`src/rtl/scu_imm_pkg.sv`:
```
// Shared definitions for the SCU immediate-generator stage.
//   imm_fmt_t  : immediate format code carried on in_fmt
//   buf_cnt_t  : occupancy of the two-entry output buffer
//   DEF_*      : default field geometry for the SCU instruction encoding
package scu_imm_pkg;

    typedef enum logic [1:0] {
        FMT_SHORT = 2'd0,
        FMT_LONG  = 2'd1,
        FMT_UPPER = 2'd2,
        FMT_RSVD  = 2'd3
    } imm_fmt_t;

    typedef enum logic [1:0] {
        CNT_EMPTY = 2'd0,
        CNT_ONE   = 2'd1,
        CNT_FULL  = 2'd2
    } buf_cnt_t;

    localparam int DEF_XLEN      = 32;
    localparam int DEF_ILEN      = 32;
    localparam int DEF_SHORT_LSB = 10;
    localparam int DEF_SHORT_W   = 6;
    localparam int DEF_LONG_LSB  = 10;
    localparam int DEF_LONG_W    = 12;

endpackage

```
`src/rtl/imm_gen_stage_if.sv`:
```
// Bundle of the immediate-generator stage handshake and data signals.
//   slave  : view of the stage itself (consumes in_*, produces out_*)
//   master : view of the environment driving the stage
//   flush       : drop every buffered entry
//   in_*        : instruction, format, zext with valid/ready
//   out_*       : immediate, instruction and error flag with valid/ready
interface imm_gen_stage_if #(
    parameter int XLEN = 32,
    parameter int ILEN = 32
);
    logic            flush;
    logic            in_valid;
    logic            in_ready;
    logic [ILEN-1:0] in_instr;
    logic [1:0]      in_fmt;
    logic            in_zext;
    logic            out_valid;
    logic            out_ready;
    logic [XLEN-1:0] out_imm;
    logic [ILEN-1:0] out_instr;
    logic            out_err;

    modport slave (
        input  flush, in_valid, in_instr, in_fmt, in_zext, out_ready,
        output in_ready, out_valid, out_imm, out_instr, out_err
    );

    modport master (
        output flush, in_valid, in_instr, in_fmt, in_zext, out_ready,
        input  in_ready, out_valid, out_imm, out_instr, out_err
    );
endinterface

```
`src/rtl/imm_extract.sv`:
```
// Combinational immediate extraction and extension.
//   instr : instruction word
//   fmt   : format code (imm_fmt_t encoding)
//   zext  : 1 = zero-extend, 0 = sign-extend (UPPER ignores it)
//   imm   : immediate extended to the full XLEN
//   err   : reserved format code presented (imm forced to 0)
module imm_extract
    import scu_imm_pkg::*;
#(
    parameter int XLEN      = DEF_XLEN,
    parameter int ILEN      = DEF_ILEN,
    parameter int SHORT_LSB = DEF_SHORT_LSB,
    parameter int SHORT_W   = DEF_SHORT_W,
    parameter int LONG_LSB  = DEF_LONG_LSB,
    parameter int LONG_W    = DEF_LONG_W
) (
    input  logic [ILEN-1:0] instr,
    input  logic [1:0]      fmt,
    input  logic            zext,
    output logic [XLEN-1:0] imm,
    output logic            err
);

    if (SHORT_W < 1 || LONG_W < 1 || SHORT_W > XLEN || LONG_W > XLEN ||
        SHORT_LSB + SHORT_W > ILEN || LONG_LSB + LONG_W > ILEN) begin : g_bad_params
        $fatal(1, "imm_extract: field geometry does not fit XLEN/ILEN");
    end

    logic [SHORT_W-1:0] short_field;
    logic [LONG_W-1:0]  long_field;
    logic               short_fill;
    logic               long_fill;
    logic [XLEN-1:0]    short_ext;
    logic [XLEN-1:0]    long_ext;
    logic [XLEN-1:0]    upper_ext;
    logic               unused_instr_bits;

    assign short_field = instr[SHORT_LSB +: SHORT_W];
    assign long_field  = instr[LONG_LSB +: LONG_W];
    assign short_fill  = ~zext & short_field[SHORT_W-1];
    assign long_fill   = ~zext & long_field[LONG_W-1];
    // Opcode and register bits outside the immediate fields are not needed here.
    assign unused_instr_bits = ^instr;

    // Per-bit construction keeps every width legal even when a field spans the
    // whole XLEN (a zero-count replication would otherwise be needed).
    genvar gi;
    generate
        for (gi = 0; gi < XLEN; gi++) begin : g_bit
            if (gi < SHORT_W) begin : g_short_field
                assign short_ext[gi] = short_field[gi];
            end else begin : g_short_fill
                assign short_ext[gi] = short_fill;
            end
            if (gi < LONG_W) begin : g_long_field
                assign long_ext[gi] = long_field[gi];
            end else begin : g_long_fill
                assign long_ext[gi] = long_fill;
            end
            if (gi >= XLEN - LONG_W) begin : g_upper_field
                assign upper_ext[gi] = long_field[gi-(XLEN-LONG_W)];
            end else begin : g_upper_zero
                assign upper_ext[gi] = 1'b0;
            end
        end
    endgenerate

    always_comb begin
        imm = '0;
        err = 1'b0;
        case (imm_fmt_t'(fmt))
            FMT_SHORT: imm = short_ext;
            FMT_LONG:  imm = long_ext;
            FMT_UPPER: imm = upper_ext;
            default:   err = 1'b1;
        endcase
    end

endmodule

```
`src/rtl/imm_gen_stage.sv`:
```
// Pipelined immediate generator with a two-entry skid buffer.
//   clk  : rising-edge clock
//   rst  : asynchronous active-high reset
//   bus  : imm_gen_stage_if.slave (flush, in_* handshake, out_* handshake)
// The immediate is finished on the input side, so the buffer only stores
// completed {imm, instr, err} entries. The main register always holds the
// oldest entry and drives out_*; the skid register holds the second.
module imm_gen_stage
    import scu_imm_pkg::*;
#(
    parameter int XLEN      = DEF_XLEN,
    parameter int ILEN      = DEF_ILEN,
    parameter int SHORT_LSB = DEF_SHORT_LSB,
    parameter int SHORT_W   = DEF_SHORT_W,
    parameter int LONG_LSB  = DEF_LONG_LSB,
    parameter int LONG_W    = DEF_LONG_W
) (
    input  logic            clk,
    input  logic            rst,
    imm_gen_stage_if.slave  bus
);

    logic [XLEN-1:0] x_imm;
    logic            x_err;

    imm_extract #(
        .XLEN(XLEN), .ILEN(ILEN),
        .SHORT_LSB(SHORT_LSB), .SHORT_W(SHORT_W),
        .LONG_LSB(LONG_LSB), .LONG_W(LONG_W)
    ) u_extract (
        .instr (bus.in_instr),
        .fmt   (bus.in_fmt),
        .zext  (bus.in_zext),
        .imm   (x_imm),
        .err   (x_err)
    );

    buf_cnt_t        cnt_q, cnt_d;
    logic            in_ready_q, in_ready_d;
    logic [XLEN-1:0] main_imm_q, main_imm_d, skid_imm_q, skid_imm_d;
    logic [ILEN-1:0] main_instr_q, main_instr_d, skid_instr_q, skid_instr_d;
    logic            main_err_q, main_err_d, skid_err_q, skid_err_d;
    logic            push, pop;

    // in_ready_q mirrors (cnt_q != CNT_FULL), so using it here keeps the
    // accept decision free of any path from out_ready.
    assign push = bus.in_valid & in_ready_q;
    assign pop  = (cnt_q != CNT_EMPTY) & bus.out_ready;

    always_comb begin
        cnt_d        = cnt_q;
        main_imm_d   = main_imm_q;
        main_instr_d = main_instr_q;
        main_err_d   = main_err_q;
        skid_imm_d   = skid_imm_q;
        skid_instr_d = skid_instr_q;
        skid_err_d   = skid_err_q;
        if (bus.flush) begin
            // Data registers keep their contents so out_* hold their last value.
            cnt_d = CNT_EMPTY;
        end else begin
            case (cnt_q)
                CNT_EMPTY: begin
                    if (push) begin
                        main_imm_d   = x_imm;
                        main_instr_d = bus.in_instr;
                        main_err_d   = x_err;
                        cnt_d        = CNT_ONE;
                    end
                end
                CNT_ONE: begin
                    if (push && pop) begin
                        // Old head leaves while the new entry takes its place.
                        main_imm_d   = x_imm;
                        main_instr_d = bus.in_instr;
                        main_err_d   = x_err;
                    end else if (push) begin
                        skid_imm_d   = x_imm;
                        skid_instr_d = bus.in_instr;
                        skid_err_d   = x_err;
                        cnt_d        = CNT_FULL;
                    end else if (pop) begin
                        cnt_d = CNT_EMPTY;
                    end
                end
                CNT_FULL: begin
                    // No push possible here: in_ready is low while full.
                    if (pop) begin
                        main_imm_d   = skid_imm_q;
                        main_instr_d = skid_instr_q;
                        main_err_d   = skid_err_q;
                        cnt_d        = CNT_ONE;
                    end
                end
                default: cnt_d = CNT_EMPTY;
            endcase
        end
        in_ready_d = (cnt_d != CNT_FULL);
    end

    always_ff @(posedge clk or posedge rst) begin
        if (rst) begin
            cnt_q        <= CNT_EMPTY;
            in_ready_q   <= 1'b1;
            main_imm_q   <= '0;
            main_instr_q <= '0;
            main_err_q   <= 1'b0;
            skid_imm_q   <= '0;
            skid_instr_q <= '0;
            skid_err_q   <= 1'b0;
        end else begin
            cnt_q        <= cnt_d;
            in_ready_q   <= in_ready_d;
            main_imm_q   <= main_imm_d;
            main_instr_q <= main_instr_d;
            main_err_q   <= main_err_d;
            skid_imm_q   <= skid_imm_d;
            skid_instr_q <= skid_instr_d;
            skid_err_q   <= skid_err_d;
        end
    end

    // in_ready is forced low for the whole time reset is held.
    assign bus.in_ready  = in_ready_q & ~rst;
    assign bus.out_valid = (cnt_q != CNT_EMPTY);
    assign bus.out_imm   = main_imm_q;
    assign bus.out_instr = main_instr_q;
    assign bus.out_err   = main_err_q;

endmodule

```
`src/flat_wrapper.sv`:
```
// flat-port wrapper written by rule: the top's interface ports become plain ports
module imm_gen_stage_flat import scu_imm_pkg::*;
#(
    parameter int XLEN      = DEF_XLEN,
    parameter int ILEN      = DEF_ILEN,
    parameter int SHORT_LSB = DEF_SHORT_LSB,
    parameter int SHORT_W   = DEF_SHORT_W,
    parameter int LONG_LSB  = DEF_LONG_LSB,
    parameter int LONG_W    = DEF_LONG_W
)
  (clk, rst, bus_flush, bus_in_valid, bus_in_instr, bus_in_fmt, bus_in_zext, bus_out_ready, bus_in_ready, bus_out_valid, bus_out_imm, bus_out_instr, bus_out_err);
  imm_gen_stage_if #(.XLEN(XLEN), .ILEN(ILEN)) bus_i ();
  input  logic clk;
  input  logic rst;
  input wire logic [$bits(bus_i.flush)-1:0] bus_flush;
  input wire logic [$bits(bus_i.in_valid)-1:0] bus_in_valid;
  input wire logic [$bits(bus_i.in_instr)-1:0] bus_in_instr;
  input wire logic [$bits(bus_i.in_fmt)-1:0] bus_in_fmt;
  input wire logic [$bits(bus_i.in_zext)-1:0] bus_in_zext;
  input wire logic [$bits(bus_i.out_ready)-1:0] bus_out_ready;
  output wire logic [$bits(bus_i.in_ready)-1:0] bus_in_ready;
  output wire logic [$bits(bus_i.out_valid)-1:0] bus_out_valid;
  output wire logic [$bits(bus_i.out_imm)-1:0] bus_out_imm;
  output wire logic [$bits(bus_i.out_instr)-1:0] bus_out_instr;
  output wire logic [$bits(bus_i.out_err)-1:0] bus_out_err;
  assign bus_i.flush = bus_flush;
  assign bus_i.in_valid = bus_in_valid;
  assign bus_i.in_instr = bus_in_instr;
  assign bus_i.in_fmt = bus_in_fmt;
  assign bus_i.in_zext = bus_in_zext;
  assign bus_i.out_ready = bus_out_ready;
  assign bus_in_ready = bus_i.in_ready;
  assign bus_out_valid = bus_i.out_valid;
  assign bus_out_imm = bus_i.out_imm;
  assign bus_out_instr = bus_i.out_instr;
  assign bus_out_err = bus_i.out_err;
  imm_gen_stage #(.XLEN(XLEN), .ILEN(ILEN), .SHORT_LSB(SHORT_LSB), .SHORT_W(SHORT_W), .LONG_LSB(LONG_LSB), .LONG_W(LONG_W)) u_core (.clk(clk), .rst(rst), .bus(bus_i));
endmodule
```
`config.mk`:
```
export PLATFORM = sky130hd
export DESIGN_NAME = imm_gen_stage_flat
export DESIGN_NICKNAME = d
export VERILOG_FILES = /design/src/rtl/scu_imm_pkg.sv /design/src/rtl/imm_gen_stage_if.sv /design/src/rtl/imm_extract.sv /design/src/rtl/imm_gen_stage.sv /design/src/flat_wrapper.sv
export SDC_FILE = /design/constraint.sdc
export NUM_CORES = 1
export LEC_CHECK = 0
export BUFFER_PORTS_ARGS = -buffer_cell sky130_fd_sc_hd__buf_2
export CORE_ASPECT_RATIO = 1.1
export CORE_MARGIN = 2
export CORE_UTILIZATION = 30
export DETAILED_ROUTE_END_ITERATION = 12
export PLACE_DENSITY = 0.52
export SLEW_MARGIN = 15
export SYNTH_ARGS = -nofsm -noshare
export SYNTH_HDL_FRONTEND = slang
export SYNTH_HIERARCHICAL = 1
export SYNTH_SLANG_ARGS = --single-unit
```
`constraint.sdc`:
```
create_clock -name clk -period 4.95 [get_ports clk]
set_clock_uncertainty 0.1 [all_clocks]
set_input_delay 0.7425 -clock clk [delete_from_list [all_inputs] [get_ports clk]]
set_output_delay 0.7425 -clock clk [all_outputs]
set_load 0.01 [all_outputs]
```
# Yosys cells after proc, flatten, opt, wreduce, memory -nomap -nowiden
# Index checks and enable logic that the tools add are counted.
classes:
  eq_ne: 8
  n_mux: 21
  n_bitwise: 9
  reduce_logical: 8
ops:
  columns: ["op", "count"]
  rows:
  - ["32-bit case mux with 3 select lines", 3]
  - ["32-bit 2-to-1 mux", 6]
  - ["2-bit 2-to-1 mux", 6]
  - ["2-bit by 1-bit != test with 1-bit output, second input constant", 3]
  - ["2-bit case mux with 3 select lines", 1]
  - ["1-bit bitwise AND", 5]
  - ["5-bit AND reduction", 1]
  - ["2-bit by 1-bit == test with 1-bit output, second input constant", 2]
  - ["2-bit == test, second input constant", 2]
  - ["2-bit zero test", 2]
  - ["1-bit 2-to-1 mux", 4]
  - ["1-bit NOT", 4]
  - ["4-bit AND reduction", 1]
  - ["1-bit case mux with 3 select lines", 1]
  - ["3-bit nonzero test", 1]
  - ["3-bit OR reduction", 1]
  - ["2-bit != test, second input constant", 1]
  - ["2-bit nonzero test", 1]
  - ["1-bit logical AND", 1]
word_totals:
  register_bits: 133
  input_bits: 40

# Depth between registers and ports, before layout
# Gate-level depths: netlist of run 1.
logic_depth:
  word_depth: 8
  depth_mapped: 7
  mapped_depth_nobuf: 4

# Cells and area by module
# The synthesis of run 1 kept the hierarchy.
modules_own_cells:
  columns: ["module", "n_inst", "cells_per_inst", "area_each_um2", "seq_area_each_um2"]
  rows:
  - ["imm_gen_stage", 1, 510, 5537.8, 3329.4]
  - ["imm_extract", 1, 63, 424.2, 0.0]

# Worst setup path before layout of run 1
# No wires, ideal clock.
synth_path:
  path_type: "input -> register"
  startpoint: "input bus_in_fmt[1]"
  endpoint: "register u_core.main_imm_q[13], in the netlist u_core/bus.out_imm[13]"
  setup_time_ns: 0.082
  t_arrival_ns: 1.972
  required_ns: 4.768
  path_slack_ns: 2.796
  stages: 7
  path_cell_list: "buf_6 or4b_4 buf_6 nand2_2 buf_4 nand2_1 a31oi_1"
synth_via:
  elab_chain_cells: 4
  elab_cells_between_ends: 7
  cone_classes: "eq/ne: 2; mux: 4; reduce/logical: 1"
synth_rtl:
  columns: ["element", "line_no", "rtl"]
  rows:
  - ["start: declaration", "flat_wrapper.sv:18", "input wire logic [$bits(bus_i.in_fmt)-1:0] bus_in_fmt;"]
  - ["2-bit == test (tied with other cells)", "imm_extract.sv:71", "case (imm_fmt_t'(fmt))"]
  - ["32-bit case mux with 3 select lines *", "imm_extract.sv:71", null]
  - ["via u_core.x_imm[13]", "imm_gen_stage.sv:23", "logic [XLEN-1:0] x_imm;"]
  - ["32-bit 2-to-1 mux, on equally long branches", "imm_gen_stage.sv:72, imm_gen_stage.sv:64", null]
  - ["32-bit case mux with 3 select lines *", "imm_gen_stage.sv:62", "case (cnt_q)"]
  - ["end signal: assignment", "imm_gen_stage.sv:114", "main_imm_q <= main_imm_d;"]
  - ["end: declaration", "imm_gen_stage.sv:40", "logic [XLEN-1:0] main_imm_q, main_imm_d, skid_imm_q, skid_imm_d;"]
# The timed path passes the listed nets; every way through them passes the cells marked *. The select of a mux whose other input is x is not followed.
# A chain may end at the register's enable or synchronous reset.

# Worst setup path after layout of run 1
layout_path:
  startpoint: "input bus_in_fmt[0]"
  endpoint: "register u_core.main_imm_q[16], in the netlist u_core/bus.out_imm[16]"
layout_via:
  elab_chain_cells: 4
  elab_cells_between_ends: 7
  cone_classes: "eq/ne: 2; mux: 4; reduce/logical: 1"
layout_rtl:
  columns: ["element", "line_no"]
  rows:
  - ["2-bit == test (tied with other cells)", "imm_extract.sv:71"]
  - ["32-bit case mux with 3 select lines *", "imm_extract.sv:71"]
  - ["32-bit 2-to-1 mux, on equally long branches", "imm_gen_stage.sv:72, imm_gen_stage.sv:64"]
  - ["32-bit case mux with 3 select lines *", "imm_gen_stage.sv:62"]
# Every way passes the cells marked *; elsewhere a longest branch is shown, timed or not. The select of a mux whose other input is x is not followed.

==> flow_summary.ini, run 1 <==
[floorplan]
design.core.area_sq_mm = 0.01966
row_count = 54
num_io_pins = 107
die_height_microns = 151.9
die-area_sq_mm = 0.02102
dieWidth_microns = 138.4
initial_core_util = 0.3032

[grt]
track_usage = 0.1414
grt_max_degree = 131
overflow = 0
grt_pass1_wl_mm = 23.51
antenna_found_initial = 1
first_global_vias = 4314

[pwr]
vdd_drop_max_v = 0.0001995
switching_share = 0.2595
p_int_mw = 2.511
switchingPower_uw = 879.9
p_comb_frac = 0.164
pwr-share-seq = 0.427
p_per_area_mw_per_mm2 = 469.7
leakage_nw = 3.301
clockPowerShare = 0.409

[clock_network]
hold_buffers = 0
clk_path_buf_depth = 2
tritoncts = yes
clk_pin_slew_ns = 0.06
cts_root_buf = clkbuf_16
cts_made_buffers = 17
clk_latency_ns = 0.41
cts.htree.levels = 4
cts_resized = 0
cts_setup_buffers = 0
clock_sinks = 133

[placement]
place.gp.congestion = 0.7292
hpwl_mm = 9.349
io_buffers = 106

[layout]
diodes = 0
nets = 693
layout_common_cells = nand2_1, dfrtp_1, buf_2
area_delta_synth_final_pct = 21.09
drive_gt1_frac = 0.3378
final_common_cell = nand2_1

[synth]
synth_nets = 613
synth_area_sq_mm = 0.005962
synth.avg_cell_area_sq_um = 10.40
synth_cell_type_count = 31
post_synth_inst_count = 573
ys_seq_elements = 133
yosysWarnings = 6
seq_area_frac_synth = 0.5584

[detailed_routing]
viasPerCell = 4.778
drt_wl_total_mm = 14.43
detail-route-antenna-nets = 0
first_pass_iters = 4
wl_per_cell_microns = 15.72
dr_total_vias = 4386
drcViolationCount = 0
drt_iter0_markers = 268

[setup_path]
crit_type = input port to flip-flop
critPathArrivalTime_ns = 2.57
cp.required_ns = 5.18
crit_path_max_fanout = 22
critical_path.startpoint_type = input port
setup.worst_path.end_class = flip-flop
reg2reg_depth = 4

[sta]
finalCriticalPeriod_ns = 2.338
hold_violations = 0
worst_pin_slew_ns = 0.9321
max_freq_ghz = 0.4277
finalCritPeriodShare = 0.4724
setup_viol = 0
fin_setup_tns_ns = 0
drv_slew = 0
rsz0062_at_grt = false
hold_ws_ns = 0.4023
relSlewSlack = 0.3786

[min_path]
min_path_type = flip-flop to flip-flop
whs_path_depth = 1

[job]
maxCapViolCount = 0

[status]
status = finished clean
==> area by class of cell <==
type / instances / area, sq um
Fill cell: 1959 / 12440
Inverter: 1 / 8.758
Clock inverter: 12 / 201.4
Sequential cell: 133 / 3329
Timing Repair Buffer: 111 / 580.6
Clock buffer: 20 / 456.7
Tap cell: 252 / 315.3
Multi-Input combinational cell: 389 / 2327
==> routing by layer <==
metal,vias to the layer above,routed length [microns],global-route usage
met4,2,264,0.05442
met1,2169,6579,0.1850
li1,2099,-,-
met5,-,11,0
met2,99,6934,0.2235
met3,17,644,0.03971
==> flip-flops by register name, summed over array words and instances, names as in the netlist <==
signal / flops
u_core/skid_instr_q: 32
u_core/skid_imm_q: 32
u_core/bus.out_imm: 32
u_core/bus.out_err: 1
u_core/in_ready_q: 1
u_core/skid_err_q: 1
u_core/bus.out_instr: 32
u_core/cnt_q: 2
==> power by group through the flow <==
stage          Sequential, mW  Clock (mW)  Combinational (mW)
4_1_cts                  1.45        1.42               0.572
3_3_place_gp             1.46           0               0.556
2_1_floorplan            1.49           0               0.315
5_1_grt                  1.48        1.48               0.619
3_5_place_dp             1.47           0               0.571
6_report                 1.45        1.39               0.557
==> worst max-delay path: stages <==
cell       delay (ns)
buf_2            0.35
nand4bb_1        0.69
nand2_2          0.53
nand2_1          0.09
a31oi_1          0.18
==> per-stage QoR <==
stage | instances | util | cell area, sq um | setup WS (ns) | power [mW]
2_1_floorplan | 573 | - | 5962 | 0.5548 | 1.809
3_3_place_gp | 886 | 0.3337 | 6561 | 2.256 | 2.012
3_5_place_dp | 886 | 0.3337 | 6561 | 2.167 | 2.039
4_1_cts | 918 | 0.3672 | 7219 | 2.586 | 3.446
5_1_grt | 918 | 0.3672 | 7219 | 2.355 | 3.577
6_report | 918 | 0.3672 | 7219 | 2.612 | 3.391
==> Yosys cell counts <==
master / n / area share
buf_2: 13 / 0.011
xor2_1: 1 / 0.0015
a211o_1: 1 / 0.0015
nand4bb_1: 2 / 0.0038
nand2_1: 149 / 0.094
nand2_2: 1 / 0.0010
nor2b_1: 8 / 0.0084
a31oi_1: 65 / 0.068
buf_6: 7 / 0.013
or3b_1: 1 / 0.0015
nand3b_1: 1 / 0.0013
nand2b_1: 2 / 0.0021
a211oi_1: 1 / 0.0013
o211ai_1: 2 / 0.0025
or2_2: 1 / 0.0010
and2_1: 1 / 0.0010
a21oi_1: 6 / 0.0050
o41ai_4: 1 / 0.0046
nor2_1: 67 / 0.042
o21ai_0: 1 / 0.00084
buf_4: 13 / 0.016
dfstp_2: 1 / 0.0044
clkbuf_1: 17 / 0.011
mux2_2: 65 / 0.12
inv_1: 1 / 0.00063
or4b_4: 1 / 0.0023
dfrtp_1: 132 / 0.55
nor2b_2: 1 / 0.0015
and2b_1: 1 / 0.0013
a2bb2oi_1: 1 / 0.0015
o211ai_2: 9 / 0.019
==> path summary, 6_finish.rpt <==
path                                       startpoint                 endpoint  slack, ns
min in group asynchronous                         rst          u_core/cnt_q[1]       0.41
worst max-delay path                    bus_in_fmt[0]   u_core/bus.out_imm[16]       2.61
worst min-delay path            u_core/skid_imm_q[28]    u_core/skid_imm_q[28]       0.40
max in group asynchronous                         rst  u_core/skid_instr_q[26]       3.26
worst max register to register        u_core/cnt_q[1]  u_core/skid_instr_q[15]       2.82
worst min register to register  u_core/skid_imm_q[28]    u_core/skid_imm_q[28]       0.40
==> logic make-up after synthesis <==
kind of cell	share of synthesized area
buf+inv	0.05184
flops	0.5584
compound gates	0.1043
mux	0.1228
simple gates	0.1612
xor+xnor	0.001469
Note: power is estimated with default switching activity, not from simulation.
==> run 2: changes to the inputs <==
PLACE_DENSITY = 0.54   (was 0.52)
clock period = 2.15 ns   (was 4.95 ns; I/O delays follow)
==> run 2 against run 1 <==
  * Register-to-register slack lost 2.6 ns
  * Critical endpoint is now u_core/bus.out_imm[29]
  * Sequential cell count unchanged
  * Largest cell class unchanged
  * First-iteration DRC count shrank 15%
  * Worst hold slack worse by 0.37 ns
==> flow_summary.ini, run 2 (synthesized netlist as in run 1, its figures left out) <==
[placement]
dpl.cell_count = 893
hpwl_mm = 9.150
io_buffers = 106
place.gp.congestion = 0.7305
place_area_sq_mm = 0.006688

[floorplan]
row_count = 54
initial_core_util = 0.3032
num_io_pins = 107
die-area_sq_mm = 0.02102
die_height_microns = 151.9
design.core.area_sq_mm = 0.01966
dieWidth_microns = 138.4

[grt]
grt_max_degree = 69
first_global_vias = 4197
antenna_found_initial = 1
overflow = 0
grt_pass1_wl_mm = 23.49
track_usage = 0.1401

[detailed_routing]
detail-route-antenna-nets = 0
drcViolationCount = 0
wl_per_cell_microns = 15.45
drt_iter0_markers = 229
first_pass_iters = 4
viasPerCell = 4.762
dr_total_vias = 4414
drt_wl_total_mm = 14.32

[setup_path]
critical_path.startpoint_type = flip-flop
crit_path_top_delay_cell = dfstp_2
worstPathCellList = nand2_1 > o41ai_4 > buf_12 > nor2_1 > a31oi_1
critPathArrivalTime_ns = 2.11
crit_type = flip-flop to flip-flop
setup.worst_path.end_class = flip-flop
cp.required_ns = 2.38
cpPeakStageDelay_ns = 0.53
reg2reg_depth = 5
crit_path_max_fanout = 68

[layout]
final_common_cell = nand2_1
area_delta_synth_final_pct = 22.67
layout_common_cells = nand2_1, dfrtp_1, buf_2
layout.cells.non_filler = 927
drive_gt1_frac = 0.3457
stdcell_area_sq_mm = 0.007313
nets = 701
fillers = 1979

[sta]
hold_ws_ns = 0.03561
setup_viol = 0
finalCriticalPeriod_ns = 1.884
finalCritPeriodShare = 0.8761
max_freq_ghz = 0.5309
drv_slew = 0
worst_pin_slew_ns = 0.4609
rsz0062_at_grt = false
fin_setup_tns_ns = 0
relSlewSlack = 0.6910
hold_violations = 0

[clock_network]
clk_path_buf_depth = 2
cts_root_buf = clkbuf_16
clock_sinks = 133
hold_buffers = 1
cts_made_buffers = 17
tritoncts = yes
cts_setup_buffers = 0
clk_latency_ns = 0.41
cts_resized = 0
clk_pin_slew_ns = 0.06
cts.htree.levels = 4

[min_path]
min_path_type = input port to flip-flop
whs_path_depth = 2

[pwr]
vdd_drop_max_v = 0.0004911
p_per_area_mw_per_mm2 = 1043
leakage_nw = 3.335

[job]
maxCapViolCount = 0

[status]
status = finished clean
-- run 2: cell count changes in the layout (fill, tap and decap cells not counted), sizes merged --
cell | previous run | this run
buf | 111 | 118
bufinv | 5 | 3
clkbuf | 20 | 18
clkinv | 5 | 4
clkinvlp | 2 | 5
diode | 0 | 1
dlygate4sd3 | 0 | 1
inv | 1 | 3
-- run 2: critical path: cells and delay by family, from the launching register on --
family	cells	cell delay (ns)
flops	1	0.53
simple gates	2	0.19
buf+inv	1	0.31
compound gates	2	0.62
-- run 2: final timing paths --
| path | startpoint | endpoint | slack, ns |
|---|---|---|---|
| max | u_core/in_ready_q | u_core/bus.out_imm[29] | 0.27 |
| min | bus_out_ready | u_core/cnt_q[1] | 0.04 |
| max reg2reg | u_core/in_ready_q | u_core/bus.out_imm[29] | 0.27 |
| min reg2reg | u_core/skid_instr_q[6] | u_core/skid_instr_q[6] | 0.40 |
| max in group asynchronous | rst | u_core/in_ready_q | 0.92 |
| min in group asynchronous | rst | u_core/bus.out_imm[19] | 0.35 |
-- run 2: per-layer routing --
layer | part of all wire | global-route usage
met1 | 0.49 | 0.1992
met2 | 0.46 | 0.2129
met3 | 0.040 | 0.03561
met4 | 0.0087 | 0.03936
met5 | 0 | 0
-- run 2: per-stage QoR --
stage / setup slack (ns) / utilization / power, mW
2_1_floorplan: 0.07713 / - / 4.166
3_3_place_gp: 0.2378 / 0.3401 / 4.667
3_5_place_dp: 0.2139 / 0.3401 / 4.698
4_1_cts: 0.2244 / 0.3718 / 7.751
5_1_grt: 0.1104 / 0.3718 / 8.062
6_report: 0.2665 / 0.3720 / 7.629
-- run 2: power by group --
| group | switching (mW) | total (mW) | internal, mW |
|---|---|---|---|
| registers | 0.275 | 3.33 | 3.05 |
| clock network | 1.14 | 3.01 | 1.86 |
| logic | 0.667 | 1.30 | 0.629 |
| total | 2.08 | 7.63 | 5.55 |
-- run 2: layout make-up --
| type | instances | area [sq um] | share of cell area |
|---|---|---|---|
| sequential | 133 | 3329 | 0.4553 |
| multi-input combinational | 389 | 2327 | 0.3182 |
| timing repair buffer | 119 | 718.2 | 0.09820 |
| clock buffer | 18 | 439.2 | 0.06005 |
| tap | 252 | 315.3 | 0.04311 |
| clock inverter | 14 | 173.9 | 0.02378 |
| inverter | 1 | 7.507 | 0.001027 |
| antenna | 1 | 2.502 | 0.0003422 |
==> run 3: changes to the inputs <==
HOLD_SLACK_MARGIN = 0.05   (was not set)
==> run 3 against run 2 <==
  * Power is 0.32% higher
  * Global-route usage increased by 0.16 points
  * Core utilization rose by 1.1 points
  * Maximum frequency increased by 0.42%
  * Sequential cell count did not move
  * Register-to-register slack about the same
  * First-iteration DRC count down 5.7%
  * Combinational power barely moved
  * Worst hold slack improved by 0.037 ns
  * Sequential share of layout area decreased by 1.3 points
  * Design area is 3.0% higher
  * Critical endpoint is now u_core/bus.out_instr[16]
  * Largest cell class unchanged
  * Largest power group unchanged
==> flow_summary.ini, run 3 (synthesized netlist as in run 1, its figures left out) <==
[clock_network]
clock_sinks = 133
cts_root_buf = clkbuf_16
tritoncts = yes
clk_path_buf_depth = 2
clk_latency_ns = 0.41
clk_pin_slew_ns = 0.06
cts.htree.levels = 4
cts_made_buffers = 17

[setup_path]
worstPathCellList = nand2_1 > o41ai_4 > buf_12 > nor2_1 > a31oi_1
crit_path_top_delay_cell = dfstp_2
critical_path.startpoint_type = flip-flop
crit_type = flip-flop to flip-flop
critPathArrivalTime_ns = 2.10
cp.required_ns = 2.38
crit_path_max_fanout = 62
setup.worst_path.end_class = flip-flop
cpPeakStageDelay_ns = 0.53

[floorplan]
die-area_sq_mm = 0.02102
dieWidth_microns = 138.4
initial_core_util = 0.3032
die_height_microns = 151.9
num_io_pins = 107
design.core.area_sq_mm = 0.01966
row_count = 54

[layout]
area_delta_synth_final_pct = 26.36
fin_util = 0.3832
stdcell_area_sq_mm = 0.007533
final_common_cell = nand2_1
layout_common_cells = nand2_1, dfrtp_1, buf_2
fillers = 1973
drive_gt1_frac = 0.3348
nets = 723
layout.cells.non_filler = 949

[pwr]
fin_total_pwr_mw = 7.654
switchingPower_mw = 2.083
vdd_drop_max_v = 0.0004892
switching_share = 0.2722
pwr-share-seq = 0.435
p_per_area_mw_per_mm2 = 1016
p_int_mw = 5.570
p_comb_frac = 0.173
clockPowerShare = 0.392
leakage_nw = 3.429

[grt]
grt_max_degree = 69
grt_pass1_wl_mm = 23.84
overflow = 0
first_global_vias = 4302
antenna_found_initial = 1
track_usage = 0.1418

[sta]
relSlewSlack = 0.6878
hold_ws_ns = 0.07231
setup_ws_ns = 0.2744
rsz0062_at_grt = false
hold_violations = 0
setup_viol = 0
finalCritPeriodShare = 0.8724
max_freq_ghz = 0.5332
fin_setup_tns_ns = 0
worst_pin_slew_ns = 0.4656
finalCriticalPeriod_ns = 1.876
drv_slew = 0

[job]
maxCapViolCount = 0

[detailed_routing]
dr_total_vias = 4474
first_pass_iters = 4
drt_iter0_markers = 216
drcViolationCount = 0
drt_wl_total_mm = 14.47
viasPerCell = 4.714
detail-route-antenna-nets = 0
wl_per_cell_microns = 15.24

[placement]
dpl.cell_count = 893
place_ws_ns = 0.2139
hpwl_mm = 9.150
place.gp.congestion = 0.7305
place_area_sq_mm = 0.006688
io_buffers = 106

[status]
status = finished clean

[min_path]
min_path_type = input port to flip-flop
## run 3: power groups by stage
stage                     logic [mW]  clock network [mW]  registers, mW
final                           1.33                3.00           3.33
after global routing            1.48                3.21           3.41
after CTS                       1.36                3.09           3.34
after detailed placement        1.32                   0           3.37
after global placement          1.30                   0           3.37
after floorplan                0.725                   0           3.44
## run 3: worst max-delay path, delay by kind of cell (launching register included)
family	cells	cell delay, ns
AOI/OAI and AO/OA	2	0.64
buffers and inverters	1	0.31
DFF	1	0.53
and+or+nand+nor	2	0.19
## run 3: final timing paths
kind,cells after the start,endpoint,start,slack [ns]
max,5,u_core/bus.out_instr[16],u_core/in_ready_q,0.27
min,2,u_core/skid_instr_q[25],bus_in_instr[25],0.07
max reg2reg,5,u_core/bus.out_instr[16],u_core/in_ready_q,0.27
min reg2reg,1,u_core/skid_instr_q[6],u_core/skid_instr_q[6],0.40
max in group asynchronous,4,u_core/in_ready_q,rst,0.92
min in group asynchronous,3,u_core/bus.out_imm[12],rst,0.35
## run 3: area by class of cell
type	count	area, sq um	area share
clock buffer	18	439.2	0.05830
multi-input combinational	389	2327	0.3089
clock inverter	14	173.9	0.02309
antenna	1	2.502	0.0003322
timing repair buffer	141	938.4	0.1246
sequential	133	3329	0.4420
tap	252	315.3	0.04185
inverter	1	7.507	0.0009965
## run 3: layer usage
metal	track usage	up-vias	part of all wire
met2	0.2164	96	0.46
met4	0.03936	0	0.0086
met3	0.03530	9	0.037
met5	0	-	0
met1	0.2013	2184	0.50
li1	-	2185	-
## run 3: timing repair
item / CTS / global route
setup buffers: 0 / 0
endpoints found under the hold margin: 37 / 0
hold buffers: 23 / 0
gates resized for setup: 0 / 0
